--- src/rtl/bist_controller_pkg.sv ---
// Shared definitions for the BIST controller: FSM state encodings, default sizing
// and the pattern-counter width.
package bist_controller_pkg;

    localparam int DEFAULT_NUM_PATTERNS = 15;
    localparam int DEFAULT_SIG_W        = 4;
    localparam int CNT_W                = 8;

    typedef enum logic [2:0] {
        ST_IDLE    = 3'd0,
        ST_INIT    = 3'd1,
        ST_RUN     = 3'd2,
        ST_FLUSH   = 3'd3,
        ST_COMPARE = 3'd4,
        ST_DONE    = 3'd5
    } state_t;

    // Terminal count of the pattern counter for a run of num_patterns cycles.
    function automatic logic [CNT_W-1:0] last_count(input int num_patterns);
        return CNT_W'(num_patterns - 1);
    endfunction

endpackage

--- src/rtl/bist_pattern_counter.sv ---
// Pattern counter for the BIST RUN phase: synchronous clear, count enable and a
// terminal-count flag that goes high on the last pattern of the run.
module bist_pattern_counter
    import bist_controller_pkg::*;
#(
    parameter logic [CNT_W-1:0] LAST = 8'd14
) (
    input  logic clk,
    input  logic rst,
    input  logic i_clr,
    input  logic i_en,
    output logic o_tc
);

    logic [CNT_W-1:0] r_count;

    always_ff @(posedge clk) begin
        if (rst || i_clr) begin
            r_count <= '0;
        end else if (i_en) begin
            r_count <= r_count + 1'b1;
        end
    end

    assign o_tc = (r_count == LAST);

endmodule

--- src/rtl/bist_controller.sv ---
// BIST sequencer: clears TPG/ORA, runs NUM_PATTERNS patterns, flushes the ORA
// pipeline, compares the MISR signature with GOLDEN_SIG and holds the result.
module bist_controller
    import bist_controller_pkg::*;
#(
    parameter int               NUM_PATTERNS = DEFAULT_NUM_PATTERNS,
    parameter int               SIG_W        = DEFAULT_SIG_W,
    parameter logic [SIG_W-1:0] GOLDEN_SIG   = SIG_W'(4'hA)
) (
    input  logic             clk,
    input  logic             rst,
    input  logic             start,
    input  logic             abort,
    input  logic [SIG_W-1:0] misr_sig,
    output logic             tpg_rst,
    output logic             tpg_en,
    output logic             ora_rst,
    output logic             ora_en,
    output logic             busy,
    output logic             done,
    output logic             pass
);

    localparam logic [CNT_W-1:0] LAST_COUNT = last_count(NUM_PATTERNS);

    state_t r_state;
    logic   r_start_q;
    logic   r_init;
    logic   r_tpg_en;
    logic   r_ora_en;
    logic   r_busy;
    logic   r_done;
    logic   r_pass;

    logic   w_launch;
    logic   w_cnt_clr;
    logic   w_cnt_en;
    logic   w_tc;

    assign w_launch  = start & ~r_start_q;
    assign w_cnt_clr = (r_state == ST_INIT);
    assign w_cnt_en  = (r_state == ST_RUN);

    bist_pattern_counter #(
        .LAST (LAST_COUNT)
    ) u_pattern_counter (
        .clk   (clk),
        .rst   (rst),
        .i_clr (w_cnt_clr),
        .i_en  (w_cnt_en),
        .o_tc  (w_tc)
    );

    // Outputs are registered alongside the state so each one is valid for the
    // whole cycle of the state it belongs to.
    always_ff @(posedge clk) begin
        if (rst) begin
            r_state   <= ST_IDLE;
            r_start_q <= 1'b0;
            r_init    <= 1'b0;
            r_tpg_en  <= 1'b0;
            r_ora_en  <= 1'b0;
            r_busy    <= 1'b0;
            r_done    <= 1'b0;
            r_pass    <= 1'b0;
        end else begin
            r_start_q <= start;
            r_ora_en  <= r_tpg_en;
            if (abort) begin
                r_state  <= ST_IDLE;
                r_init   <= 1'b0;
                r_tpg_en <= 1'b0;
                r_ora_en <= 1'b0;
                r_busy   <= 1'b0;
                r_done   <= 1'b0;
                r_pass   <= 1'b0;
            end else begin
                case (r_state)
                    ST_IDLE, ST_DONE: begin
                        if (w_launch) begin
                            r_state <= ST_INIT;
                            r_init  <= 1'b1;
                            r_busy  <= 1'b1;
                            r_done  <= 1'b0;
                            r_pass  <= 1'b0;
                        end
                    end
                    ST_INIT: begin
                        r_state  <= ST_RUN;
                        r_init   <= 1'b0;
                        r_tpg_en <= 1'b1;
                    end
                    ST_RUN: begin
                        if (w_tc) begin
                            r_state  <= ST_FLUSH;
                            r_tpg_en <= 1'b0;
                        end
                    end
                    ST_FLUSH: begin
                        r_state <= ST_COMPARE;
                    end
                    ST_COMPARE: begin
                        r_state <= ST_DONE;
                        r_pass  <= (misr_sig == GOLDEN_SIG);
                        r_busy  <= 1'b0;
                        r_done  <= 1'b1;
                    end
                    default: begin
                        r_state  <= ST_IDLE;
                        r_init   <= 1'b0;
                        r_tpg_en <= 1'b0;
                        r_ora_en <= 1'b0;
                        r_busy   <= 1'b0;
                        r_done   <= 1'b0;
                        r_pass   <= 1'b0;
                    end
                endcase
            end
        end
    end

    // Reset also drives the datapath clears so TPG and ORA stay cleared while rst is held.
    assign tpg_rst = rst | r_init;
    assign ora_rst = rst | r_init;
    assign tpg_en  = r_tpg_en;
    assign ora_en  = r_ora_en;
    assign busy    = r_busy;
    assign done    = r_done;
    assign pass    = r_pass;

endmodule

--- config.mk ---
export PLATFORM = sky130hd
export DESIGN_NAME = bist_controller
export DESIGN_NICKNAME = d
export VERILOG_FILES = /design/src/rtl/bist_controller_pkg.sv /design/src/rtl/bist_pattern_counter.sv /design/src/rtl/bist_controller.sv
export SDC_FILE = /design/constraint.sdc
export NUM_CORES = 1
export LEC_CHECK = 0
export BUFFER_PORTS_ARGS = -buffer_cell sky130_fd_sc_hd__buf_4
export CAP_MARGIN = 15
export CORE_UTILIZATION = 35
export CTS_BUF_LIST = sky130_fd_sc_hd__clkbuf_2
export DETAILED_ROUTE_END_ITERATION = 7
export SYNTH_ARGS = -nofsm -noshare
export SYNTH_HDL_FRONTEND = slang
export SYNTH_SLANG_ARGS = --single-unit
--- constraint.sdc ---
create_clock -name clk -period 2.08 [get_ports clk]
set_input_delay 0.312 -clock clk [delete_from_list [all_inputs] [get_ports clk]]
set_output_delay 0.312 -clock clk [all_outputs]
set_load 0.05 [all_outputs]
# Yosys cells after proc, flatten, opt, wreduce, memory -nomap -nowiden
# Index checks and enable logic that the tools add are counted.
# totals
ff_bits	18
input_bits	8
out_inout_bits	7
word_cells	50
# op_classes
n_addsub	1
n_eq_ne	9
muxes	11
n_bitwise	7
n_reduce_logical	13
# ops
cell	count
3-bit one-hot mux with 5 select lines	1
1-bit one-hot mux with 3 select lines	3
3-bit OR reduction	3
8-bit by 1-bit adder with 8-bit output (second input constant)	1
8-bit by 4-bit == test with 1-bit output (second input constant)	1
2-bit AND reduction	4
3-bit by 2-bit == test with 1-bit output (second input constant)	2
3-bit == test (second input constant)	2
3-bit two-way mux	2
6-bit OR reduction	1
1-bit NOT	5
4-bit == test (second input constant)	1
2-bit inequality test (second input constant)	2
1-bit one-hot mux with 2 select lines	2
2-bit OR reduction	2
4-bit OR reduction	1
3-bit by 1-bit == test with 1-bit output (second input constant)	1
3-bit logical NOT	1
1-bit two-way mux	3
1-bit bitwise AND	1
1-bit logical OR	1
1-bit OR	1

# Logic depth before layout (Yosys ltp)
# Gate-level depths: netlist (run 1).
# depth
depth_word	4
depth_mapped	5
ltp_nobuf	5

# By module
# A second synthesis (run 1) with hierarchy kept.
# hier_totals
hier_cells	103
hier_area_um2	915.9
# modules_own_cells
mod	instances	cells_per_inst	area_per_inst_um2	seq_area_each_um2
bist_controller	1	61	531.8	200.2
bist_pattern_counter	1	42	384.1	160.2

# Worst setup path before layout (run 1)
# Ideal clock, no wire load.
# synth_path
path_type	reg2out
startpoint	register r_init
endpoint	output tpg_rst
t_arrival_ps	953
t_required_ps	1768
path_slack_ps	815
path_stages_with_launch	3
path_buffers	1
cell_sequence	dfxtp_1 > or2_2 > buf_4
# synth_between
elab_chain_len	1
# synth_rtl
element	line_no	source
start: declaration	bist_controller.sv:28	logic r_init;
start signal: assignment	bist_controller.sv:60	r_init <= 1'b0;
start signal: assignment	bist_controller.sv:71	r_init <= 1'b0;
start signal: assignment	bist_controller.sv:82	r_init <= 1'b1;
1-bit OR	-	
end: declaration	bist_controller.sv:15	output logic tpg_rst,
# No other way between the ends.

# Worst setup path after layout (run 1)
# layout_path
startpoint	register r_init
endpoint	output ora_rst
# layout_between
elab_chain_len	1
# layout_rtl
element	line_no	source
1-bit OR	bist_controller.sv:124	assign ora_rst = rst | r_init;
end: declaration	bist_controller.sv:17	output logic ora_rst,
# No other way between the ends.

==> impl_metrics.tcl, run 1 <==
set metrics [dict create \
    max-cap-violations 0 \
    cp-start-kind "register" \
    start_util_pct 38.1 \
    synth_seq_cells 18 \
    final-max-slew-violation-count 0 \
    r2r_slack_ns 0.62 \
    layout_min_cycle_time_ns 1.47 \
    synthFlopType "dfxtp_1" \
    drc 0 \
    syn_to_final_growth_pct 14.4 \
    nFillCells 251 \
    synth_nets 107 \
    required_ns 1.77 \
    yosysWarnings 0 \
    critPathSlowestCell "dfxtp_1" \
    synth.area.top_cells "dfxtp_1 42%, xor2_1 6.1%, nor2_1 5.7%, nand4_1 3.6%, a21oi_1 2.9%" \
    htreeDepth 1 \
    cp_max_fo 3 \
    num_io_pins 15 \
    avgSynthCellArea_um2 8.85 \
    cts_tree "done" \
    synth_common_cells "18 x dfxtp_1, 13 x nor2_1, 6 x xor2_1" \
    cts_resized 0 \
    grt_pass1_vias 600 \
    grt_pass1_wl_mm 2.56 \
    dieArea_um2 2650 \
    cts_setup_buffers 0 \
    fin_crit_sh_pct 70.5 \
    synth_cell_type_count 32 \
    dp_hpwl_mm 1.16 \
    relSlewSlack_pct 63.5 \
    io_buffer_count 14 \
    rsz0062_at_grt "no" \
    num_antenna_cells 0 \
    powerDensity_nw_per_um2 581 \
    cts_sinks 18 \
    numCtsBuffers 3 \
    multi_input_area_um2 459 \
    drt_iter0_drc 7 \
    hold_path.class "in -> reg" \
    cts_hold_buf 0 \
    ant_nets 0 \
    synth.top_cell.area_share_pct 42.0 \
    rows 17 \
    drive_gt1_share_pct 19.1 \
    cp-end-kind "output port" \
    async_flop_share_pct 0 \
    crit_type "reg -> out" \
    routabilityCongestion 0.765 \
    crit_path_max_incr_delay_ns 0.36 \
    drt_wl_total_mm 1.59 \
    die_y_um 51.5 \
    fin_skew_ns 0.00548 \
    grtUsageTotal_pct 13.2 \
    clkLatencyLatePin_ns 0.30 \
    worst_pin_slew_ns 0.547 \
    cts_buffer_depth 2 \
    fp.coreArea_um2 2250 \
    path_clk_slew_ns 0.17 \
    register_area_um2 360 \
    seq_area_frac_synth_pct 42.0 \
    crit_arrival_ns 1.15 \
    dieWidth_um 51.5 \
    final_hold_viol_count 0 \
    firstDrtPassIters 4 \
    clock.fmax_ghz 0.682 \
    utilization_pct 43.6 \
    grt_overflow 0 \
    status "complete, no violations" \
    fin_setup_tns_ns 0 \
    via_per_inst 5.09 \
    total_leakage_power_nw 0.385 \
    setup_viol_count_final 0 \
    synth_top_area_cell "dfxtp_1" \
    path_cells "or2_2, buf_4" \
    root_buffer "clkbuf_2" \
    detailroute.via_count 703 \
    synth_cells 97 \
    grt_max_degree 16 \
    synth_edf_count 0 \
    num-nets-final 122 \
    syn_area_um2 858 \
    grt_antenna_before_repair 0 \
    wl_per_cell_um 11.5 \
    synth.most_common_cell "dfxtp_1" \
    vdd_drop_max_mv 0.282 \
]
-- final timing paths --
| path | endpoint | start | cells past startpoint |
|---|---|---|---|
| setup reg to reg | u_pattern_counter.r_count[6]$_SDFFE_PP0N_ | r_state[0]$_SDFFE_PP0P_ | 3 |
| hold reg to reg | done$_SDFFE_PP0P_ | done$_SDFFE_PP0P_ | 2 |
| hold / removal | r_start_q$_SDFF_PP0_ | rst | 2 |
| setup / recovery | ora_rst | r_init$_SDFFE_PP0P_ | 2 |
-- power by group --
group / switching (mW) / internal [mW]
clock network: 0.105 / 0.0393
logic: 0.0399 / 0.0292
registers: 0.00651 / 0.351
total: 0.152 / 0.419
-- per-stage QoR --
| step | setup slack [ns] | hold slack, ns | power, mW | instances | instance area [um2] |
|---|---|---|---|---|---|
| floorplan | 0.815 | 0.384 | 0.413 | 97 | 858 |
| detailed placement | 0.582 | 0.493 | 0.434 | 135 | 967 |
| finish | 0.614 | 0.188 | 0.571 | 138 | 982 |
| global placement | 0.642 | 0.491 | 0.433 | 135 | 967 |
| CTS | 0.574 | 0.180 | 0.578 | 138 | 982 |
| global route | 0.461 | 0.172 | 0.602 | 138 | 982 |
-- cell type report --
class / count / area share [%]
Multi-Input combinational cell: 73 / 46.8
Sequential cell: 18 / 36.7
Timing Repair Buffer: 14 / 10.7
Tap cell: 28 / 3.57
Clock buffer: 3 / 1.53
Inverter: 2 / 0.764
-- state kept, by name (all words and copies together) (netlist names) --
register / flops
busy: 1
r_state: 3
u_pattern_counter.r_count: 8
tpg_en: 1
pass: 1
done: 1
ora_en: 1
r_init: 1
r_start_q: 1
-- worst max-delay path, delay by kind of cell, from the launching register on --
family                 cells  cell delay (ns)
and+or+nand+nor            1             0.30
DFF                        1             0.36
buffers and inverters      1             0.19
-- metal layers --
layer  share of wire, %  wire [um]  track usage, %  vias up
met5                  0          0               0        -
met4                1.8         29            6.76        0
met3                3.7         58            3.51        5
met2                 46        727            20.3       13
met1                 49        769            16.7      320
li1                   -          -               -      365
-- cell families after synthesis --
| group | Yosys count | synth area share (%) |
|---|---|---|
| AO/OA/AOI/OAI | 19 | 14.1 |
| XOR/XNOR | 8 | 8.16 |
| adder cells (fa/ha/maj) | 2 | 2.91 |
| buffers and inverters | 6 | 4.52 |
| flip-flops | 18 | 42.0 |
| AND/OR/NAND/NOR | 44 | 28.3 |
-- cells in the final DEF (no fill, tap or decap), drive strengths merged, types with 3 or more instances in the layout --
cell / Yosys / layout
or2: 3 / 3
nor2b: 3 / 3
o21ai: 4 / 4
and3: 3 / 3
xor2: 6 / 6
dfxtp: 18 / 18
nand3: 3 / 3
nand2b: 3 / 3
nor2: 13 / 13
nand2: 5 / 5
buf: 4 / 14
clkbuf: 0 / 3
nand4: 5 / 5
a21oi: 5 / 5
Power figures use the tool's default switching activity.
==> inputs of run 2 (changes only) <==
- ABC_AREA: unset -> 1
- clock period: 2.08 -> 1.22 ns (I/O delays scaled with it)
==> run 2 against run 1 <==
Against the previous run: sequential share of layout area decreased by 4.7 points; the run now ends with setup timing left; critical path type unchanged; critical endpoint unchanged; synthesized cell count increased by 21%; design area increased by 19%; core utilization increased by 7.7 points; largest power group unchanged; count of clock-buffer cells in the layout unchanged.
==> impl_metrics.tcl, run 2 <==
set metrics [dict create \
    cp-start-kind "register" \
    drc 0 \
    rsz0062_at_grt "yes" \
    grt_pass1_wl_mm 3.00 \
    synth.top_cell.area_share_pct 41.3 \
    start_util_pct 38.4 \
    top_regs "u_pattern_counter.r_count x8, r_state x3" \
    synth_top_area_cell "dfxtp_1" \
    reg2reg_from "r_state[2]$_SDFFE_PP0P_" \
    syn_area_um2 873 \
    dieArea_um2 2700 \
    rows 17 \
    setup_ws_ns -0.00441 \
    r2r_slack_ns 0.05 \
    wl_per_cell_um 10.7 \
    crit_type "reg -> out" \
    numCtsBuffers 3 \
    ff2ff_path_depth 8 \
    largest_register_ffs 8 \
    final_common_cell "nand2_1" \
    synth_nets 127 \
    grtUsageTotal_pct 15.1 \
    r2r-end "u_pattern_counter.r_count[6]$_SDFFE_PP0N_" \
    root_buffer "clkbuf_2" \
    drt_wl_total_mm 1.80 \
    dp_hpwl_mm 1.29 \
    firstDrtPassIters 4 \
    drt_iter0_drc 15 \
    die_y_um 52.0 \
    num_antenna_cells 0 \
    required_ns 1.04 \
    avgSynthCellArea_um2 7.46 \
    crit_arrival_ns 1.04 \
    via_per_inst 4.81 \
    relSlewSlack_pct 78.5 \
    synth.most_common_cell "nand2_1" \
    clkLatencyLatePin_ns 0.30 \
    cts_buffer_depth 2 \
    grt_pass1_vias 721 \
    routabilityCongestion 0.806 \
    max-cap-violations 0 \
    cp_max_fo 2 \
    hold_path.class "in -> reg" \
    synth_edf_count 0 \
    ant_nets 0 \
    synth_seq_cells 18 \
    synthFlopType "dfxtp_1" \
    fp.coreArea_um2 2280 \
    grt_max_degree 10 \
    cts_tree "done" \
    layout_min_cycle_time_ns 1.22 \
    nFillCells 211 \
    num_io_pins 15 \
    num-nets-final 153 \
    clock.fmax_ghz 0.817 \
    utilization_pct 51.2 \
    total_leakage_power_nw 0.516 \
    setup_viol_count_final 2 \
    final_hold_viol_count 0 \
    worst_pin_slew_ns 0.320 \
    hold_depth 2 \
    cp-end-kind "output port" \
    seq_area_frac_synth_pct 41.3 \
    drive_gt1_share_pct 39.0 \
    cts_sinks 18 \
    detailroute.via_count 813 \
    final_cell_mix "22 x nand2_1, 19 x buf_4, 15 x nor2_1" \
    yosysWarnings 0 \
    vdd_drop_max_mv 0.554 \
    fin_crit_sh_pct 100 \
    fin_setup_tns_ns -0.00837 \
    async_flop_share_pct 0 \
    io_buffer_count 14 \
    syn_to_final_growth_pct 33.5 \
    grt_overflow 0 \
    synth.area.top_cells "dfxtp_1 41%, nand2_1 11%, nor2_1 7.3%, a21oi_1 6.9%, o21ai_0 5.2%" \
    cts_hold_buf 0 \
    regMostFlops "u_pattern_counter.r_count" \
    path_clk_slew_ns 0.16 \
    synth_cells 117 \
    status "finished, violations left" \
    fin_skew_ns 0.00882 \
    synth_cell_type_count 19 \
    hold_start "rst" \
    violations "setup timing" \
    htreeDepth 1 \
    final-max-slew-violation-count 0 \
    synth_common_cells "25 x nand2_1, 18 x dfxtp_1, 17 x nor2_1" \
    holdWs_ns 0.0531 \
    powerDensity_nw_per_um2 957 \
    dieWidth_um 52.0 \
    grt_antenna_before_repair 0 \
    hold_path_end "r_start_q$_SDFF_PP0_" \
]
==> run 2: cell types whose count changed in the layout (fill, tap and decap cells not counted), moves of 4 or more <==
cell,previous run,this run
xor2_1,6,0
nand2_1,5,22
buf_4,14,19
inv_1,2,10
dfxtp_1,18,12
nand4_1,5,0
dfxtp_2,0,4
nand2_2,0,5
a21oi_1,5,12
==> run 2: per-layer routing <==
metal / routed length [um] / global-route usage, % / up-vias
met1: 814 / 17.6 / 374
met2: 917 / 27.1 / 16
met3: 72 / 5.26 / 0
met5: 0 / 0 / -
li1: - / - / 423
met4: 0 / 1.35 / 0
==> run 2: what timing repair did <==
action,4_1_cts,5_1_grt
pin swaps,3,7
gates resized for setup,8,19
setup buffers,3,4
endpoints found under the setup margin,10,16
==> run 2: how the worst max path moves through the flow <==
stage | startpoint | to | slack [ns] | cells past startpoint
floorplan | r_init$_SDFFE_PP0P_ | tpg_rst | 0.09 | 2
global placement | r_state[0]$_SDFFE_PP0P_ | busy$_SDFFE_PP0P_ | 0.04 | 7
detailed placement | r_state[2]$_SDFFE_PP0P_ | u_pattern_counter.r_count[6]$_SDFFE_PP0N_ | -0.0004 | 8
CTS | r_init$_SDFFE_PP0P_ | tpg_rst | -0.02 | 2
global route | r_init$_SDFFE_PP0P_ | tpg_rst | -0.06 | 2
finish | r_init$_SDFFE_PP0P_ | ora_rst | -0.004 | 2
==> run 2: final cells by class <==
| cell class | instances | area, um2 | area share, % |
|---|---|---|---|
| Sequential cell | 18 | 373 | 32.0 |
| Inverter | 13 | 51.3 | 4.40 |
| Clock buffer | 3 | 15.0 | 1.29 |
| Multi-Input combinational cell | 85 | 499 | 42.8 |
| Tap cell | 28 | 35.0 | 3.00 |
| Timing Repair Buffer | 22 | 193 | 16.5 |
==> run 2: power breakdown <==
part | leakage (nW) | total, mW | switching, mW | internal [mW]
sequential | 0.149 | 0.622 | 0.0174 | 0.605
combinational | 0.354 | 0.242 | 0.139 | 0.104
clock | 0.0125 | 0.251 | 0.184 | 0.0671
==> run 2: through the flow <==
stage	instances	worst slack [ns]	total power, mW	area [um2]
3_3_place_gp	159	0.0387	0.827	1010
4_1_cts	165	-0.0200	1.10	1070
3_5_place_dp	159	-0.000392	0.830	1010
5_1_grt	169	-0.0628	1.18	1170
2_1_floorplan	117	0.0925	0.772	873
6_report	169	-0.00441	1.12	1170
==> run 2: kinds of logic (layout without fill, tap and decap cells) <==
kind of cell    count (synthesis)  in the layout  synth area share, %
compound gates                 24             24                 16.2
fa+ha+maj                       2              2                 2.86
buf+inv                        14             38                 6.45
flops                          18             18                 41.3
simple gates                   59             59                 33.2
==> run 2: worst max-delay path, stage by stage (launching register included) <==
cell and delay, ns:
dfxtp_2 0.35, or2_4 0.24, buf_8 0.15
